<file path="config.mk">
export PLATFORM = sky130hd
export DESIGN_NAME = gpio_div_bridge_flat
export DESIGN_NICKNAME = d
export VERILOG_FILES = /design/src/rtl/gpio_div_bridge_pkg.sv /design/src/rtl/gpio_div_bridge_if.sv /design/src/rtl/gpio_div_bridge_ctrl_edge_det.sv /design/src/rtl/gpio_div_bridge.sv /design/src/flat_wrapper.sv
export SDC_FILE = /design/constraint.sdc
export NUM_CORES = 1
export LEC_CHECK = 0
export CORE_MARGIN = 5
export CORE_UTILIZATION = 30
export CTS_CLUSTER_SIZE = 20
export DETAILED_ROUTE_END_ITERATION = 12
export DONT_BUFFER_PORTS = 1
export PLACE_DENSITY_LB_ADDON = 0.3
export SYNTH_ARGS = -nofsm -noshare
export SYNTH_HDL_FRONTEND = slang
export SYNTH_HIERARCHICAL = 1
export SYNTH_SLANG_ARGS = --single-unit
export TNS_END_PERCENT = 100
</file>
<file path="constraint.sdc">
create_clock -name clk -period 3.02 [get_ports clk]
set_input_delay 0.906 -clock clk [delete_from_list [all_inputs] [get_ports clk]]
set_output_delay 0.906 -clock clk [all_outputs]
set_load 0.01 [all_outputs]
</file>
<file path="src/rtl/gpio_div_bridge_pkg.sv">
// Shared constants and types for the GPIO-to-divider bridge: chunk indices,
// control/status bit positions and the FSM state encoding.
package gpio_div_pkg;

    localparam int unsigned DEF_CHUNK_W     = 32;
    localparam int unsigned DEF_DATA_W      = 64;
    localparam int unsigned DEF_TIMEOUT_CYC = 256;
    localparam int unsigned DEF_CNT_W       = 16;

    // Write-side chunk indices (in_loc)
    localparam logic [31:0] LOC_A_LO = 32'd0;
    localparam logic [31:0] LOC_A_HI = 32'd1;
    localparam logic [31:0] LOC_B_LO = 32'd2;
    localparam logic [31:0] LOC_B_HI = 32'd3;

    // Read-side chunk indices (out_loc)
    localparam logic [31:0] LOC_Q_LO    = 32'd0;
    localparam logic [31:0] LOC_Q_HI    = 32'd1;
    localparam logic [31:0] LOC_R_LO    = 32'd2;
    localparam logic [31:0] LOC_R_HI    = 32'd3;
    localparam logic [31:0] LOC_RD_A_LO = 32'd4;
    localparam logic [31:0] LOC_RD_B_LO = 32'd5;

    localparam int unsigned CTRL_START = 0;
    localparam int unsigned CTRL_WR    = 1;
    localparam int unsigned CTRL_CLR   = 2;

    localparam int unsigned ST_BUSY    = 0;
    localparam int unsigned ST_DONE    = 1;
    localparam int unsigned ST_DBZ     = 2;
    localparam int unsigned ST_TMO     = 3;
    localparam int unsigned ST_FSM_LSB = 4;
    localparam int unsigned ST_CNT_LSB = 16;

    typedef enum logic [2:0] {
        S_IDLE = 3'd0,
        S_RUN  = 3'd1,
        S_DONE = 3'd2,
        S_ERR  = 3'd3
    } fsm_t;

endpackage

</file>
<file path="src/rtl/gpio_div_bridge_if.sv">
// Handshake and operand/result bus between the bridge (master) and the
// sequential divider core (slave).
interface gpio_div_core_if #(
    parameter int unsigned DATA_W = 64
);
    logic [DATA_W-1:0] core_a;
    logic [DATA_W-1:0] core_b;
    logic              core_start;
    logic              core_abort;
    logic              core_done;
    logic [DATA_W-1:0] core_q;
    logic [DATA_W-1:0] core_r;

    modport master (
        output core_a, core_b, core_start, core_abort,
        input  core_done, core_q, core_r
    );

    modport slave (
        input  core_a, core_b, core_start, core_abort,
        output core_done, core_q, core_r
    );
endinterface

</file>
<file path="src/rtl/gpio_div_bridge_ctrl_edge_det.sv">
// N-bit rising-edge detector: a bit fires for one cycle when it was 0 on the
// previous clock and is 1 now.
module ctrl_edge_det #(
    parameter int unsigned N = 3
) (
    input  logic         clk,
    input  logic         reset,
    input  logic [N-1:0] i_sig,
    output logic [N-1:0] o_rise
);
    logic [N-1:0] r_prev;

    always_ff @(posedge clk) begin
        if (reset) r_prev <= '0;
        else       r_prev <= i_sig;
    end

    assign o_rise = i_sig & ~r_prev;
endmodule

</file>
<file path="src/rtl/gpio_div_bridge.sv">
// GPIO bridge to a 64-bit sequential divider: assembles operands from 32-bit
// chunks, launches the core with a watchdog, and serves results back.
module gpio_div_bridge
    import gpio_div_pkg::*;
#(
    parameter int unsigned CHUNK_W     = DEF_CHUNK_W,
    parameter int unsigned DATA_W      = DEF_DATA_W,
    parameter int unsigned TIMEOUT_CYC = DEF_TIMEOUT_CYC,
    parameter int unsigned CNT_W       = DEF_CNT_W
) (
    input  logic               clk,
    input  logic               reset,
    input  logic [CHUNK_W-1:0] in_loc,
    input  logic [CHUNK_W-1:0] in_val,
    input  logic [CHUNK_W-1:0] ctrl_reg,
    input  logic [CHUNK_W-1:0] out_loc,
    output logic [CHUNK_W-1:0] out_val,
    output logic [CHUNK_W-1:0] state_reg,
    gpio_div_core_if.master    core
);
    localparam int unsigned     WD_W    = $clog2(TIMEOUT_CYC);
    localparam logic [WD_W-1:0] WD_LAST = WD_W'(TIMEOUT_CYC - 1);

    fsm_t               r_state, w_next;
    logic [2:0]         w_rise;
    logic               w_clr, w_start, w_wr;
    logic               w_launch, w_dbz_err, w_finish, w_expire, w_abort, w_wr_en;
    logic [DATA_W-1:0]  r_a, r_b, r_q, r_r;
    logic               r_done, r_dbz, r_tmo;
    logic [WD_W-1:0]    r_wd;
    logic [CNT_W-1:0]   r_cnt;
    logic               r_start_p, r_abort_p;
    logic [CHUNK_W-1:0] r_out, w_rd, w_status;
    logic               w_unused;

    ctrl_edge_det #(.N(3)) u_edge (
        .clk    (clk),
        .reset  (reset),
        .i_sig  (ctrl_reg[2:0]),
        .o_rise (w_rise)
    );

    assign w_clr    = w_rise[CTRL_CLR];
    assign w_start  = w_rise[CTRL_START];
    assign w_wr     = w_rise[CTRL_WR];
    assign w_unused = ^ctrl_reg[CHUNK_W-1:3];

    always_ff @(posedge clk) begin
        if (reset) r_state <= S_IDLE;
        else       r_state <= w_next;
    end

    // Clear outranks everything; a start consumes the cycle so a coincident write is dropped.
    always_comb begin
        w_next    = r_state;
        w_launch  = 1'b0;
        w_dbz_err = 1'b0;
        w_finish  = 1'b0;
        w_expire  = 1'b0;
        w_abort   = 1'b0;
        w_wr_en   = 1'b0;
        if (w_clr) begin
            w_next  = S_IDLE;
            w_abort = (r_state == S_RUN);
        end else begin
            case (r_state)
                S_RUN: begin
                    if (core.core_done) begin
                        w_finish = 1'b1;
                        w_next   = S_DONE;
                    end else if (r_wd == WD_LAST) begin
                        w_expire = 1'b1;
                        w_abort  = 1'b1;
                        w_next   = S_ERR;
                    end
                end
                default: begin
                    if (w_start) begin
                        if (r_b == '0) begin
                            w_dbz_err = 1'b1;
                            w_next    = S_ERR;
                        end else begin
                            w_launch = 1'b1;
                            w_next   = S_RUN;
                        end
                    end else if (w_wr) begin
                        w_wr_en = 1'b1;
                    end
                end
            endcase
        end
    end

    always_ff @(posedge clk) begin
        if (reset) begin
            r_a       <= '0;
            r_b       <= '0;
            r_q       <= '0;
            r_r       <= '0;
            r_done    <= 1'b0;
            r_dbz     <= 1'b0;
            r_tmo     <= 1'b0;
            r_wd      <= '0;
            r_cnt     <= '0;
            r_start_p <= 1'b0;
            r_abort_p <= 1'b0;
            r_out     <= '0;
        end else begin
            r_start_p <= w_launch;
            r_abort_p <= w_abort;
            r_out     <= w_rd;
            if (w_finish) r_cnt <= r_cnt + CNT_W'(1);
            if (w_clr) begin
                r_a    <= '0;
                r_b    <= '0;
                r_q    <= '0;
                r_r    <= '0;
                r_done <= 1'b0;
                r_dbz  <= 1'b0;
                r_tmo  <= 1'b0;
                r_wd   <= '0;
            end else begin
                if (w_launch || w_dbz_err) begin
                    r_done <= 1'b0;
                    r_tmo  <= 1'b0;
                    r_dbz  <= w_dbz_err;
                end
                if (w_launch)              r_wd <= '0;
                else if (r_state == S_RUN) r_wd <= r_wd + WD_W'(1);
                if (w_finish) begin
                    r_q    <= core.core_q;
                    r_r    <= core.core_r;
                    r_done <= 1'b1;
                end
                if (w_expire) r_tmo <= 1'b1;
                if (w_wr_en) begin
                    case (in_loc)
                        LOC_A_LO: r_a[CHUNK_W-1:0]      <= in_val;
                        LOC_A_HI: r_a[DATA_W-1:CHUNK_W] <= in_val;
                        LOC_B_LO: r_b[CHUNK_W-1:0]      <= in_val;
                        LOC_B_HI: r_b[DATA_W-1:CHUNK_W] <= in_val;
                        default: ;
                    endcase
                end
            end
        end
    end

    always_comb begin
        w_rd = '0;
        case (out_loc)
            LOC_Q_LO:    w_rd = r_q[CHUNK_W-1:0];
            LOC_Q_HI:    w_rd = r_q[DATA_W-1:CHUNK_W];
            LOC_R_LO:    w_rd = r_r[CHUNK_W-1:0];
            LOC_R_HI:    w_rd = r_r[DATA_W-1:CHUNK_W];
            LOC_RD_A_LO: w_rd = r_a[CHUNK_W-1:0];
            LOC_RD_B_LO: w_rd = r_b[CHUNK_W-1:0];
            default:     w_rd = '0;
        endcase
    end

    always_comb begin
        w_status                       = '0;
        w_status[ST_BUSY]              = (r_state == S_RUN);
        w_status[ST_DONE]              = r_done;
        w_status[ST_DBZ]               = r_dbz;
        w_status[ST_TMO]               = r_tmo;
        w_status[ST_FSM_LSB +: 3]      = r_state;
        w_status[ST_CNT_LSB +: CNT_W]  = r_cnt;
    end

    assign out_val         = r_out;
    assign state_reg       = w_status;
    assign core.core_a     = r_a;
    assign core.core_b     = r_b;
    assign core.core_start = r_start_p;
    assign core.core_abort = r_abort_p;
endmodule
</file>
<file path="src/flat_wrapper.sv">
// flat-port wrapper written by rule: the top's interface ports become plain ports
module gpio_div_bridge_flat import gpio_div_pkg::*;
#(
    parameter int unsigned CHUNK_W     = DEF_CHUNK_W,
    parameter int unsigned DATA_W      = DEF_DATA_W,
    parameter int unsigned TIMEOUT_CYC = DEF_TIMEOUT_CYC,
    parameter int unsigned CNT_W       = DEF_CNT_W
)
  (clk, reset, in_loc, in_val, ctrl_reg, out_loc, out_val, state_reg, core_core_a, core_core_b, core_core_start, core_core_abort, core_core_done, core_core_q, core_core_r);
  gpio_div_core_if #(.DATA_W(DATA_W)) core_i ();
  input  logic clk;
  input  logic reset;
  input  logic [CHUNK_W-1:0] in_loc;
  input  logic [CHUNK_W-1:0] in_val;
  input  logic [CHUNK_W-1:0] ctrl_reg;
  input  logic [CHUNK_W-1:0] out_loc;
  output logic [CHUNK_W-1:0] out_val;
  output logic [CHUNK_W-1:0] state_reg;
  output wire logic [$bits(core_i.core_a)-1:0] core_core_a;
  output wire logic [$bits(core_i.core_b)-1:0] core_core_b;
  output wire logic [$bits(core_i.core_start)-1:0] core_core_start;
  output wire logic [$bits(core_i.core_abort)-1:0] core_core_abort;
  input wire logic [$bits(core_i.core_done)-1:0] core_core_done;
  input wire logic [$bits(core_i.core_q)-1:0] core_core_q;
  input wire logic [$bits(core_i.core_r)-1:0] core_core_r;
  assign core_core_a = core_i.core_a;
  assign core_core_b = core_i.core_b;
  assign core_core_start = core_i.core_start;
  assign core_core_abort = core_i.core_abort;
  assign core_i.core_done = core_core_done;
  assign core_i.core_q = core_core_q;
  assign core_i.core_r = core_core_r;
  gpio_div_bridge #(.CHUNK_W(CHUNK_W), .DATA_W(DATA_W), .TIMEOUT_CYC(TIMEOUT_CYC), .CNT_W(CNT_W)) u_core (.clk(clk), .reset(reset), .in_loc(in_loc), .in_val(in_val), .ctrl_reg(ctrl_reg), .out_loc(out_loc), .out_val(out_val), .state_reg(state_reg), .core(core_i));
endmodule
</file>
# Word level (Yosys, flattened, before mapping)
# Cells that the tools add are included.
# word_totals
ff_bits,323
input_bits,259
out_inout_bits,194
elab_cells,74
# op_classes
add_sub_neg,2
n_eq_ne,11
muxes,29
bitwise,2
reduce_logical,14
# ops
op,count
32-bit case mux with 6 select lines,1
32-bit by 2-bit equality test with 1-bit output (second input constant),4
32-bit by 1-bit equality test with 1-bit output (second input constant),2
32-bit by 3-bit equality test with 1-bit output (second input constant),2
32-bit zero test,2
64-bit zero test,1
1-bit 2-to-1 mux,23
16-bit by 1-bit adder with 16-bit output (second input constant),1
3-bit 2-to-1 mux,4
2-bit AND reduction,5
8-bit by 1-bit adder with 8-bit output (second input constant),1
8-bit equality test (second input constant),1
2-bit nonzero test,3
3-bit bitwise AND,1
3-bit by 1-bit equality test with 1-bit output (second input constant),1
3-bit by 1-bit inequality test with 1-bit output (second input constant),1
3-bit NOT,1
3-bit OR reduction,1
2-bit 2-to-1 mux,1
2-bit OR reduction,1
1-bit logical OR,1

# Logic depth before layout (Yosys ltp)
# depth
depth_word,8
ltp_mapped,8
depth_no_buf,6

# Modules after synthesis
# The synthesis kept the hierarchy.
# by_module_without_submodules
module,instances,cells_per_inst,area_per_inst_um2,seq_area_each_um2
gpio_div_bridge,1,1510,12615.8,6386.1
ctrl_edge_det,1,9,105.1,60.1

# Worst setup path before layout
# No wires, ideal clock.
# synth_path
path_kind,input -> register
from,input port ctrl_reg[0]
to,register u_core.r_b[14] (netlist: u_core/core.core_b[14])
setup_time_ps,132
arrival_ps,2475
required_ps,2888
path_slack_ps,413
stages,8
n_path_buf,2
path_cell_list,nor2b_2 nor4_4 nand4_2 or4_1 buf_2 buf_6 nand2_1 a21oi_1
# synth_via
elab_chain_len,5
# synth_lines
element,line_no,text
"start, declared",flat_wrapper.sv:15,input logic [CHUNK_W-1:0] ctrl_reg;
3-bit bitwise AND,gpio_div_bridge_ctrl_edge_det.sv:18,assign o_rise = i_sig & ~r_prev;
1-bit 2-to-1 mux,gpio_div_bridge.sv:78,if (w_start) begin
1-bit 2-to-1 mux,gpio_div_bridge.sv:66,case (r_state)
1-bit 2-to-1 mux,gpio_div_bridge.sv:62,if (w_clr) begin
2-bit AND reduction (no line),n/a,
"end signal, assigned by index",gpio_div_bridge.sv:140,LOC_B_LO: r_b[CHUNK_W-1:0] <= in_val;
"end signal, assigned by index",gpio_div_bridge.sv:141,LOC_B_HI: r_b[DATA_W-1:CHUNK_W] <= in_val;
"end, declared",gpio_div_bridge.sv:28,"logic [DATA_W-1:0] r_a, r_b, r_q, r_r;"
# Every way passes these cells.
# A chain may end at the register's enable or synchronous reset.

# Worst setup path after layout
# layout_path
from,register u_core.r_state[1]
to,output port state_reg[0]
# layout_via
elab_chain_len,1
# layout_lines
element,line_no,text
"start, declared",gpio_div_bridge.sv:24,"fsm_t r_state, w_next;"
"start signal, assigned",gpio_div_bridge.sv:50,else r_state <= w_next;
3-bit by 1-bit equality test with 1-bit output,gpio_div_bridge.sv:164,w_status[ST_BUSY] = (r_state == S_RUN);
"end, declared",flat_wrapper.sv:18,output logic [CHUNK_W-1:0] state_reg;
# Every way passes these cells.

==> reports/results.ini <==
[cells_and_area]
nets = 1734
n_fill_cell = 4402
layout.cells.most_common_list = 525 x nand2_1, 322 x dfxtp_1, 263 x a21oi_1
final_common_cell = nand2_1
design_area_sq_mm = 0.0143
n_antenna_cell = 0
multiInputGateArea_sq_mm = 0.00562
drive_gt1_share_pct = 8.23
syn2layout_area_growth_pct = 12.7
seqCellArea_sq_mm = 0.00645

[clock_tree]
cts_setup_buffers = 0
numCtsBuffers = 38
cts-root-buf = clkbuf_16
clkLatencyLatePin_ps = 540
cts_tree = done
cts.repair.resized = 0
cts.sinks = 322
clkSlewWorstSetupHoldPaths_ps = 60
htree_num_levels = 2
cts_hold_buf = 0
cts_max_path_buffers = 3

[floorplan]
core_area_sq_mm = 0.0419
rows = 75
fp.dieH_microns = 216
pin_count = 453
die_w_microns = 216
die_area_sq_mm = 0.0466
start_util_pct = 30.3

[worst_setup_path]
crit_required_ps = 2110
worst_setup_path_end_kind = primary output
rrSetupSlack_ps = 820
worst-r2r-cell-count = 6
crit_fanout = 10
r2r-start = u_core/core.core_b[43]
start_kind = register
worstReg2RegEnd = u_core/r_state[1]
critical_path_class = register to primary output
startpoint = u_core/r_state[1]
worstPathArrival_ps = 1510
crit_end = state_reg[0]

[sta]
slew_headroom_pct = 50.6
finClkSkew_ps = 29.4
fin_crit_ps = 2420
fin_crit_sh_pct = 80.0
max_freq_mhz = 414
finalSetupViolCount = 0
grt_setup_unrepaired = false
tns_ps = 0
hold_viol_final = 0
slew_viol_final = 0
worstMarginPinSlew_ps = 739

[global_routing]
grt_max_degree = 106
grt_pass1_vias = 9851
grt_usage_pct = 17.5
grt-ovfl-total = 0
antenna_found_initial = 1
grt_pass1_wl_mm = 63.8

[worst_hold_path]
min_path_type = primary input to register

[synthesis]
synth_seq_cells = 322
yosysUniqueCellTypes = 39
synth_top_area_share_pct = 50.7
synthesis.area_sq_mm = 0.0127
synth_cells = 1519
syn_area_per_cell_sq_um = 8.37
yosysWarnings = 6
synthTopCellsByArea = dfxtp_1 51%, nand2_1 16%, a21oi_1 10%
yosysSeqAreaShare_pct = 50.7
synth_top_area_cell = dfxtp_1

[placed_design]
port_buffers = 0
post_dp_cell_area_sq_mm = 0.0132
hpwl_mm = 31.5
gp_congestion = 0.858

[route]
wl_mm = 42.9
drt-initial-drc-count = 733
vias = 10400
drc = 0
drt_pre_antenna_iters = 5
wl_per_cell_microns = 21.1
drtAntennaViolNets = 0
viasPerCell = 5.12

[power]
p_total_mw = 8.85
ir_worst_vdd_mv = 0.347
p_leak_nw = 4.50
powerDensity_mw_per_mm2 = 617

[status]
run_status = finished, final reports clean

[job]
drv_cap = 0

==> layout make-up <==
| type | count | area share [%] |
|---|---|---|
| multi-input cells | 1049 | 39.2 |
| flip-flops and latches | 322 | 44.9 |
| well taps | 539 | 4.70 |
| clock inverters | 9 | 0.576 |
| clock buffers | 52 | 7.35 |
| repair buffers | 26 | 2.32 |
| inverters | 36 | 0.942 |
==> state kept, by name, indices dropped and copies added (netlist names) <==
| signal | flops |
|---|---|
| u_core/core.core_abort | 1 |
| u_core/r_done | 1 |
| u_core/core.core_b | 64 |
| u_core/r_dbz | 1 |
| u_core/r_tmo | 1 |
| u_core/r_cnt | 16 |
| u_core/r_state | 2 |
| u_core/out_val | 32 |
| u_core/u_edge/r_prev | 3 |
| u_core/core.core_a | 64 |
| u_core/r_r | 64 |
| u_core/r_wd | 8 |
| u_core/r_q | 64 |
| u_core/core.core_start | 1 |
==> worst max-delay path: stages, from the launching register on <==
cell and delay [ps]:
dfxtp_1 450, nand2b_1 330, inv_2 190
==> worst min path at each step <==
stage                   startpoint                 endpoint  slack, ps  cells after the start
floorplan           u_core/r_q[63]           u_core/r_q[63]        430                      2
global placement    u_core/r_q[52]           u_core/r_q[52]        440                      2
detailed placement  u_core/r_q[40]           u_core/r_q[40]        450                      2
CTS                          reset  u_core/u_edge/r_prev[1]        380                      1
global route                 reset  u_core/u_edge/r_prev[1]        400                      1
finish                       reset  u_core/u_edge/r_prev[1]        430                      1
==> metrics by stage <==
| stage | hold slack [ps] | cells | utilization (%) | setup WS (ps) |
|---|---|---|---|---|
| 3_3_place_gp | 440 | 1972 | 31.5 | 309 |
| 5_1_grt | 401 | 2033 | 34.2 | 524 |
| 4_1_cts | 384 | 2033 | 34.2 | 565 |
| 6_report | 435 | 2033 | 34.2 | 603 |
| 3_5_place_dp | 445 | 1972 | 31.5 | 282 |
| 2_1_floorplan | 433 | 1528 | - | 413 |
==> cell families after synthesis <==
group,share of synthesized area (%)
and+or+nand+nor,21.6
DFF,50.7
AOI/OAI and AO/OA,12.3
buffers and inverters,5.74
muxes,8.18
xor gates and xnor gates,1.24
adders and majority gates,0.197
other,0.0295
==> power breakdown <==
group          switching (mW)  internal [mW]
logic                   0.169         0.0911
clock network            1.78           2.52
registers              0.0185           4.28
==> cells in the mapped netlist, drive strengths merged <==
master and count:
nor4 35, clkbuf 75, xor2 11, o21bai 1, a211oi 1, nand3 6, a21oi 263, nand4 16
or3 5, nor2b 7, xnor2 7, buf 46, o22ai 32, nor2 29, nor3 8, and3 2
mux4 32, or4 4, o21ai 6, mux2i 32, and2 3, conb 1, inv 36, dfxtp 322
and4 5, ha 2, or2 1, nand2 526, nand2b 3, nor4bb 1, a22oi 1
==> layer usage <==
layer	wire length (microns)	vias to the layer above	track usage (%)
li1	-	4987	-
met1	18800	4935	23.6
met2	19200	415	26.9
met3	3610	73	5.27
met4	1230	2	5.98
met5	20	-	0
No activity file was read; power rests on OpenSTA's default activity.
